**src/rtl/channel_accum_16_if.sv**
```systemverilog
// channel_accum_16_if: bus between the dot-channel stage / pixel controller
// and the channel accumulator.
//   master : drives start, num_phases, relu_en, bias, in_valid, din;
//            observes busy, out_valid, q
//   slave  : the accumulator side (mirror of master)
`ifndef DATA_LEN
`define DATA_LEN 16
`endif

interface channel_accum_16_if;
    logic                        start;
    logic [2:0]                  num_phases;
    logic                        relu_en;
    logic signed [`DATA_LEN-1:0] bias;
    logic                        in_valid;
    logic signed [`DATA_LEN-1:0] din;
    logic                        busy;
    logic                        out_valid;
    logic signed [`DATA_LEN-1:0] q;

    modport master (
        output start, num_phases, relu_en, bias, in_valid, din,
        input  busy, out_valid, q
    );

    modport slave (
        input  start, num_phases, relu_en, bias, in_valid, din,
        output busy, out_valid, q
    );
endinterface

```
**src/rtl/channel_accum_16.sv**
```systemverilog
// channel_accum_16: sums the per-phase partial dot products of one output
// pixel at widened precision, adds a per-channel bias, optionally applies
// ReLU and saturates back to DATA_LEN. One result per pixel, flagged by a
// single-cycle out_valid pulse.
// Ports:
//   clk  - system clock
//   rst  - synchronous active-high reset
//   bus  - channel_accum_16_if.slave (start/num_phases/relu_en/bias,
//          in_valid/din partial stream, busy/out_valid/q result)
`ifndef DATA_LEN
`define DATA_LEN 16
`endif

module channel_accum_16 #(
    parameter int ACC_EXT      = 4,
    parameter bit RELU_DEFAULT = 1'b1
) (
    input logic               clk,
    input logic               rst,
    channel_accum_16_if.slave bus
);
    localparam int DW = `DATA_LEN;
    localparam int AW = DW + ACC_EXT;

    localparam logic signed [AW-1:0] SAT_MAX = {{(ACC_EXT+1){1'b0}}, {(DW-1){1'b1}}};
    localparam logic signed [AW-1:0] SAT_MIN = {{(ACC_EXT+1){1'b1}}, {(DW-1){1'b0}}};

    typedef enum logic [1:0] {IDLE, ACCUM, BIAS, OUT} state_t;

    state_t                 state_q, state_d;
    logic signed [AW-1:0]   acc_q, acc_d;
    logic [3:0]             cnt_q, cnt_d;
    logic [3:0]             n_q, n_d;
    logic signed [DW-1:0]   bias_q, bias_d;
    logic                   relu_q, relu_d;
    logic                   in_prev_q, in_prev_d;
    logic                   out_valid_q, out_valid_d;
    logic signed [DW-1:0]   q_q, q_d;

    logic                   rise;
    logic signed [AW-1:0]   din_ext, bias_ext, sum_biased, relu_val;
    logic signed [DW-1:0]   sat_val;

    // A partial counts only on the 0->1 transition; a held level is one partial.
    assign rise     = bus.in_valid & ~in_prev_q;
    assign din_ext  = {{ACC_EXT{bus.din[DW-1]}}, bus.din};
    assign bias_ext = {{ACC_EXT{bias_q[DW-1]}}, bias_q};

    // The final value is formed in BIAS so that q/out_valid come straight
    // from flops during the OUT cycle.
    assign sum_biased = acc_q + bias_ext;
    assign relu_val   = (relu_q && sum_biased[AW-1]) ? '0 : sum_biased;

    always_comb begin
        if (relu_val > SAT_MAX)
            sat_val = SAT_MAX[DW-1:0];
        else if (relu_val < SAT_MIN)
            sat_val = SAT_MIN[DW-1:0];
        else
            sat_val = relu_val[DW-1:0];
    end

    always_comb begin
        state_d     = state_q;
        acc_d       = acc_q;
        cnt_d       = cnt_q;
        n_d         = n_q;
        bias_d      = bias_q;
        relu_d      = relu_q;
        in_prev_d   = bus.in_valid;
        out_valid_d = 1'b0;
        q_d         = q_q;

        case (state_q)
            IDLE: begin
                // Edges here (including one coinciding with start) are ignored.
                if (bus.start) begin
                    n_d     = (bus.num_phases == 3'd0) ? 4'd8 : {1'b0, bus.num_phases};
                    bias_d  = bus.bias;
                    relu_d  = bus.relu_en;
                    acc_d   = '0;
                    cnt_d   = '0;
                    state_d = ACCUM;
                end
            end
            ACCUM: begin
                if (rise) begin
                    acc_d = acc_q + din_ext;
                    cnt_d = cnt_q + 4'd1;
                    if (cnt_q + 4'd1 == n_q)
                        state_d = BIAS;
                end
            end
            BIAS: begin
                acc_d       = sum_biased;
                q_d         = sat_val;
                out_valid_d = 1'b1;
                state_d     = OUT;
            end
            OUT: begin
                state_d = IDLE;
            end
            default: state_d = IDLE;
        endcase
    end

    always_ff @(posedge clk) begin
        if (rst) begin
            state_q     <= IDLE;
            acc_q       <= '0;
            cnt_q       <= '0;
            n_q         <= '0;
            bias_q      <= '0;
            relu_q      <= RELU_DEFAULT;
            in_prev_q   <= 1'b0;
            out_valid_q <= 1'b0;
            q_q         <= '0;
        end else begin
            state_q     <= state_d;
            acc_q       <= acc_d;
            cnt_q       <= cnt_d;
            n_q         <= n_d;
            bias_q      <= bias_d;
            relu_q      <= relu_d;
            in_prev_q   <= in_prev_d;
            out_valid_q <= out_valid_d;
            q_q         <= q_d;
        end
    end

    assign bus.busy      = (state_q != IDLE);
    assign bus.out_valid = out_valid_q;
    assign bus.q         = q_q;
endmodule

```
**src/flat_wrapper.sv**
```systemverilog
// flat-port wrapper written by rule: the top's interface ports become plain ports
module channel_accum_16_flat 
#(
    parameter int ACC_EXT      = 4,
    parameter bit RELU_DEFAULT = 1'b1
)
  (clk, rst, bus_start, bus_num_phases, bus_relu_en, bus_bias, bus_in_valid, bus_din, bus_busy, bus_out_valid, bus_q);
  channel_accum_16_if bus_i ();
  input logic clk;
  input logic rst;
  input wire logic [$bits(bus_i.start)-1:0] bus_start;
  input wire logic [$bits(bus_i.num_phases)-1:0] bus_num_phases;
  input wire logic [$bits(bus_i.relu_en)-1:0] bus_relu_en;
  input wire logic [$bits(bus_i.bias)-1:0] bus_bias;
  input wire logic [$bits(bus_i.in_valid)-1:0] bus_in_valid;
  input wire logic [$bits(bus_i.din)-1:0] bus_din;
  output wire logic [$bits(bus_i.busy)-1:0] bus_busy;
  output wire logic [$bits(bus_i.out_valid)-1:0] bus_out_valid;
  output wire logic [$bits(bus_i.q)-1:0] bus_q;
  assign bus_i.start = bus_start;
  assign bus_i.num_phases = bus_num_phases;
  assign bus_i.relu_en = bus_relu_en;
  assign bus_i.bias = bus_bias;
  assign bus_i.in_valid = bus_in_valid;
  assign bus_i.din = bus_din;
  assign bus_busy = bus_i.busy;
  assign bus_out_valid = bus_i.out_valid;
  assign bus_q = bus_i.q;
  channel_accum_16 #(.ACC_EXT(ACC_EXT), .RELU_DEFAULT(RELU_DEFAULT)) u_core (.clk(clk), .rst(rst), .bus(bus_i));
endmodule
```
**config.mk**
```make
export PLATFORM = sky130hd
export DESIGN_NAME = channel_accum_16_flat
export DESIGN_NICKNAME = d
export VERILOG_FILES = /design/src/rtl/channel_accum_16_if.sv /design/src/rtl/channel_accum_16.sv /design/src/flat_wrapper.sv
export SDC_FILE = /design/constraint.sdc
export NUM_CORES = 1
export LEC_CHECK = 0
export ABC_CLOCK_PERIOD_IN_PS = 8440
export CORE_ASPECT_RATIO = 0.7
export CORE_MARGIN = 1.5
export CORE_UTILIZATION = 25
export CTS_CLUSTER_DIAMETER = 40
export CTS_CLUSTER_SIZE = 16
export DETAILED_ROUTE_END_ITERATION = 10
export DONT_BUFFER_PORTS = 1
export SYNTH_ARGS = -nofsm -noshare
export SYNTH_HDL_FRONTEND = slang
export SYNTH_SLANG_ARGS = --single-unit
export TNS_END_PERCENT = 10
```
**constraint.sdc**
```tcl
create_clock -name clk -period 8.44 [get_ports clk]
set_input_delay 1.266 -clock clk [delete_from_list [all_inputs] [get_ports clk]]
set_output_delay 1.266 -clock clk [all_outputs]
set_load 0.005 [all_outputs]
```
==> impl_metrics.toml, run 1 <==
[cells_and_area]
drive_gt1_share_pct = 10.0
final_cell_mix = "nand2_1 (74), dfxtp_1 (65), a21oi_1 (59)"
n_antenna_cell = 0
nNetsFinal = 650
fin_cells = 806
final_common_cell = "nand2_1"
syn_to_final_growth_pct = 10.6

[drt]
routedWlPerCell_um = 17.8
post-route-drc-count = 7
drt_iter0_drc = 490
antenna_left = 0
via_per_inst = 5.29
route.final.wire_length_mm = 14.4
vias = 4263
drtPass1Iterations = 8

[die]
core_area_um2 = 18200
initial_utilization_pct = 25.7
io_pins = 58
fp-row-count = 41
die_h_um = 117
die_area_um2 = 19500
die_w_um = 166

[worst_setup_path]
worstSetupEndpointType = "register"
r2r_start = "u_core.bias_q[0]"
path_class = "reg -> reg"
critPathLaunch = "u_core.bias_q[0]"
cp_data_arrival_time_ns = 3.69
timing.rr.end = "u_core.bus.q[0]"
path_max_fanout = 15
rrSetupSlack_ns = 4.95
endpoint = "u_core.bus.q[0]"
crit_path_start_kind = "register"
cp_data_required_time_ns = 8.63
r2r_cells = 10

[clocking]
postCtsSetupBuffers = 0
cts_made_buffers = 9
clk_pin_slew_ns = 0.06
cts_tree = "done"
cts_max_level = 3
cts_resized = 0
cts_root_buf = "clkbuf_16"
clk_latency_ns = 0.34
cts_sinks = 65
cts_buffer_depth = 2
cts-hold-fix-buffers = 0

[sta]
finClkSkew_ns = 0.00820
report.final.slew_viol_count = 0
setup_viol = 0
slew_headroom_pct = 41.4
rsz0062_at_grt = "no"
period_share_pct = 41.4
tns_ns = 0
period_minus_slack_ns = 3.49
worst-slew-pin-transition_ns = 0.873
fmax_mhz = 286
whs_ns = 0.469
hold_viol_final = 0

[global_routing]
overflow = 0
grt_pass1_vias = 3733
grt_max_degree = 66
grt_use_total_pct = 14.7
antenna_found_initial = 0
grt_first_pass_wirelength_mm = 22.1

[pwr]
combPwrFrac_pct = 42.0
p_clk_share_pct = 27.4
switching_share_pct = 43.2
p_leak_uw = 0.00211
p_switching_uw = 603
powerDensity_nw_per_um2 = 270
ir_drop_v = 0.000102
pwr-share-seq_pct = 30.6
p_total_uw = 1390
p_int_uw = 792

[synthesis]
yosysWarnings = 0
synth_cell_types = 69
syn_nets = 659
synth_edf_count = 0
avgSynthCellArea_um2 = 8.13
syn-instance-count = 574
synth-async-reset-ratio_pct = 0
ys_ff_latch = 65
yosysSeqAreaShare_pct = 27.9
ys.flop_type = "dfxtp_1"
synth_area_um2 = 4670

[placed_design]
port_buffers = 0
place_hpwl_mm = 10.8
finalWeightedCongestion = 0.871
dp.cells = 790

[status]
violations = "design-rule violations"
status = "finished, violations left"

[min_path]
hold_class = "reg -> reg"

[run]
drv_cap = 0
==> cells by family (layout without fill, tap and decap cells) <==
family / after synthesis / in the layout / share of synthesized area, %
compound gates: 197 / 197 / 30.6
xor+xnor: 29 / 29 / 5.44
fa+ha+maj: 45 / 45 / 12.4
buf+inv: 42 / 38 / 4.21
flops: 65 / 65 / 27.9
mux: 2 / 2 / 0.456
simple gates: 194 / 194 / 19.0
==> flip-flops by register name (all words and copies together) (netlist names) <==
| register | count |
|---|---|
| u_core.cnt_q | 4 |
| u_core.in_prev_q | 1 |
| u_core.bus.q | 16 |
| u_core.n_q | 4 |
| u_core.acc_q | 20 |
| u_core.bus.out_valid | 1 |
| u_core.relu_q | 1 |
| u_core.bias_q | 16 |
| u_core.state_q | 2 |
==> through the flow <==
stage	util (%)	setup WS, ns	instance area [um^2]
after floorplan	-	5.03	4670
after global placement	26.8	4.79	4860
after detailed placement	26.8	4.86	4860
after CTS	28.4	4.95	5160
after global routing	28.4	4.77	5160
final	28.4	4.95	5160
==> power by group through the flow <==
stage | logic [uW] | clock network (uW) | registers, uW
after floorplan | 447 | 0 | 409
after global placement | 570 | 0 | 431
after detailed placement | 569 | 0 | 432
after CTS | 573 | 389 | 426
after global routing | 646 | 399 | 434
final | 586 | 382 | 427
==> how the worst min path moves through the flow <==
stage,cells past startpoint,slack [ns],start,endpoint
after global placement,2,0.45,u_core.bias_q[5],u_core.bias_q[5]
after floorplan,2,0.44,u_core.bias_q[0],u_core.bias_q[0]
after global routing,2,0.50,u_core.n_q[1],u_core.n_q[1]
after detailed placement,2,0.46,u_core.n_q[0],u_core.n_q[0]
after CTS,2,0.47,u_core.n_q[0],u_core.n_q[0]
final,2,0.47,u_core.n_q[0],u_core.n_q[0]
==> cell usage after synthesis, drive strengths merged, types with 3 or more instances <==
master   instances  area, um^2
ha              43         538
or3              7        48.8
nor3            16        85.1
dfxtp           65        1300
a221oi           4        41.3
nand2b           3        18.8
nor2            53         199
a311oi           3        32.5
o21bai           3        22.5
a22o             3        26.3
nand3            9        45.0
o41ai            4        53.8
inv             18        67.6
clkbuf          18        67.6
xnor2           19         166
a21boi           4        30.0
a2111oi          3        26.3
and3             5        31.3
a22oi           12        90.1
a21o            20         151
a32oi            4        35.0
buf              4        41.3
nor4             3        18.8
and2             4        25.0
a211oi          20         205
or2              3        18.8
nand2           84         340
a21oi           59         295
a2bb2oi          3        26.3
nor3b            3        27.5
o21ai           22         110
xor2            10        87.6
o21a             6        45.0
o211ai           8        65.1
==> layout make-up <==
type                    count  area (um^2)
multi-input cells         467         3170
flip-flops and latches     65         1300
fillers                  2020        13000
repair buffers              4         30.0
clock inverters             7         71.3
well taps                 236          295
clock buffers               9          225
inverters                  18         67.6
==> worst max-delay path: stages, from the launching register on <==
cell and delay (ns):
dfxtp_1 0.35, ha_1 0.26, fa_1 0.42, a21o_1 0.23, a221oi_2 0.25, nor3b_1 0.12
or3_4 0.41, o311ai_2 0.37, nor3b_2 0.24, a32o_2 0.53, a211oi_1 0.14
==> per-layer routing <==
metal | GRT usage [%] | vias to the layer above | share of wire, %
li1 | - | 2092 | -
met1 | 25.7 | 1927 | 54
met2 | 14.2 | 235 | 30
met3 | 6.24 | 9 | 15
met4 | 3.30 | 0 | 1.2
met5 | 0 | - | 0
Power figures use the tool's default switching activity.
==> inputs of run 2 (changes only) <==
Settings changed: ABC_CLOCK_PERIOD_IN_PS 8440 to 2930.
Clock period 8.44 ns to 2.93 ns, I/O delays scaled along.
==> run 2 against run 1 <==
The flow finishes with violations (design-rule violations, negative setup slack). Utilization grew 2.2 points. Routed wire length grew 2.8%. Global-route usage grew 0.91 points. Clock power grew to 2.6 times the previous value. Count of clock-buffer cells in the layout grew 4. Clock skew grew 0.0024 ns. Die area is the same. Sequential power grew to 2.9 times the previous value. Critical path depth grew 2. First-iteration DRC count shrank 18%. Non-clock buffer count grew 30. Register-to-register slack lost 5.0 ns. Critical endpoint is now u_core.bus.q[9].
==> impl_metrics.toml, run 2 (synthesized netlist as in run 1, its figures left out) <==
[die]
fp-row-count = 41
die_h_um = 117
initial_utilization_pct = 25.7
die_area_um2 = 19500
die_w_um = 166
core_area_um2 = 18200
io_pins = 58

[pwr]
p_switching_uw = 1770
ir_drop_v = 0.000280
powerDensity_nw_per_um2 = 742
switching_share_pct = 42.9
pwr-share-seq_pct = 29.9
p_int_uw = 2360
p_clk_share_pct = 23.8
p_leak_uw = 0.00228
combPwrFrac_pct = 46.3
p_total_uw = 4120

[sta]
worst-slew-pin-transition_ns = 0.693
finClkSkew_ns = 0.0106
report.final.slew_viol_count = 0
period_share_pct = 101
slew_headroom_pct = 53.7
setup_viol = 15
layout_setup_ws_ns = -0.0355
rsz0062_at_grt = "yes"
period_minus_slack_ns = 2.97
whs_ns = 0.178
hold_viol_final = 0
fmax_mhz = 337

[clocking]
cts_root_buf = "clkbuf_16"
cts_buffer_depth = 2
cts_made_buffers = 9
clk_latency_ns = 0.34
cts_sinks = 65
cts_max_level = 3
cts_tree = "done"
clk_pin_slew_ns = 0.06

[cells_and_area]
final_cell_mix = "nand2_1 (71), dfxtp_1 (63), a21oi_1 (59)"
n_antenna_cell = 0
nNetsFinal = 680
final_common_cell = "nand2_1"
drive_gt1_share_pct = 17.7
top_register = "u_core.acc_q"
fin_cells = 836
largest_reg_flops = 20
syn_to_final_growth_pct = 19.2

[global_routing]
antenna_found_initial = 0
grt_first_pass_wirelength_mm = 23.7
grt_max_degree = 66
grt_pass1_vias = 4156
grt_use_total_pct = 15.6
overflow = 0

[drt]
via_per_inst = 5.20
drt_iter0_drc = 404
routedWlPerCell_um = 17.7
vias = 4346
antenna_left = 0
drtPass1Iterations = 8
route.final.wire_length_mm = 14.8
post-route-drc-count = 6

[worst_setup_path]
crit_path_start_kind = "register"
cp_data_required_time_ns = 3.19
critPathLaunch = "u_core.acc_q[12]"
rrSetupSlack_ns = -0.04
endpoint = "u_core.bus.q[9]"
r2r_start = "u_core.acc_q[12]"
path_class = "reg -> reg"
cp_data_arrival_time_ns = 3.23
worstSetupEndpointType = "register"
r2r_cells = 12
path_max_fanout = 8
timing.rr.end = "u_core.bus.q[9]"

[min_path]
hold_path_depth = 1
hold_class = "in -> reg"

[placed_design]
dp.cells = 814
place_hpwl_mm = 11.1
port_buffers = 0
finalWeightedCongestion = 0.852

[status]
status = "finished, violations left"
violations = "design-rule violations, negative setup slack"

[run]
drv_cap = 0
[run 2: critical path, cell delays in order, from the launching register on]
cell       delay, ns
dfxtp_1         0.37
ha_1            0.40
a21o_1          0.20
a21o_1          0.20
nor2_1          0.08
a2111oi_1       0.40
a311oi_1        0.10
buf_4           0.17
o41ai_4         0.36
buf_6           0.19
buf_12          0.13
nand2_2         0.06
a211oi_2        0.21
[run 2: area by class of cell]
cell class | count | area [um^2]
clock inverters | 3 | 17.5
clock buffers | 13 | 240
fillers | 1947 | 12600
inverters | 18 | 67.6
well taps | 236 | 295
multi-input cells | 467 | 3320
repair buffers | 34 | 319
flip-flops and latches | 65 | 1300
[run 2: per-stage QoR]
step           utilization [%]  worst slack, ns  cell area [um^2]  setup TNS (ns)
2_1_floorplan                -          0.00301              4700               0
3_5_place_dp              28.1          -0.0914              5100           -1.24
4_1_cts                   30.2          -0.0183              5490         -0.0285
3_3_place_gp              28.1          -0.0346              5100          -0.367
6_report                  30.6          -0.0355              5560          -0.231
5_1_grt                   30.6           -0.165              5560           -2.07
[run 2: per-layer routing]
| layer | share of wire (%) | global-route usage (%) | vias up |
|---|---|---|---|
| met5 | 0 | 0 | - |
| met4 | 1.1 | 4.03 | 0 |
| met3 | 12 | 5.94 | 13 |
| met2 | 35 | 19.0 | 175 |
| met1 | 52 | 24.4 | 2010 |
| li1 | - | - | 2148 |
[run 2: power groups by stage]
stage	combinational, uW	sequential (uW)	clock [uW]
6_report	1910	1230	982
5_1_grt	2120	1250	1040
4_1_cts	1870	1220	1010
3_5_place_dp	1770	1240	0
3_3_place_gp	1770	1240	0
2_1_floorplan	1290	1180	0
[run 2: how the worst min path moves through the flow]
stage | startpoint | endpoint | slack, ns
after floorplan | u_core.bias_q[10] | u_core.bias_q[10] | 0.44
after global placement | u_core.bias_q[14] | u_core.bias_q[14] | 0.45
after detailed placement | u_core.bias_q[7] | u_core.bias_q[7] | 0.45
after CTS | rst | u_core.acc_q[16] | 0.16
after global routing | rst | u_core.acc_q[17] | 0.16
final | rst | u_core.acc_q[16] | 0.18
[run 2: repair_timing]
| item | 4_1_cts | 5_1_grt |
|---|---|---|
| endpoints found under the setup margin | 15 | 22 |
| resized for setup | 9 | 20 |
| pin swaps | 18 | 7 |
| hold buffers | 0 | 0 |
| cloned | 2 | 0 |
| hold endpoints to repair | 0 | 0 |
| setup buffers | 5 | 0 |
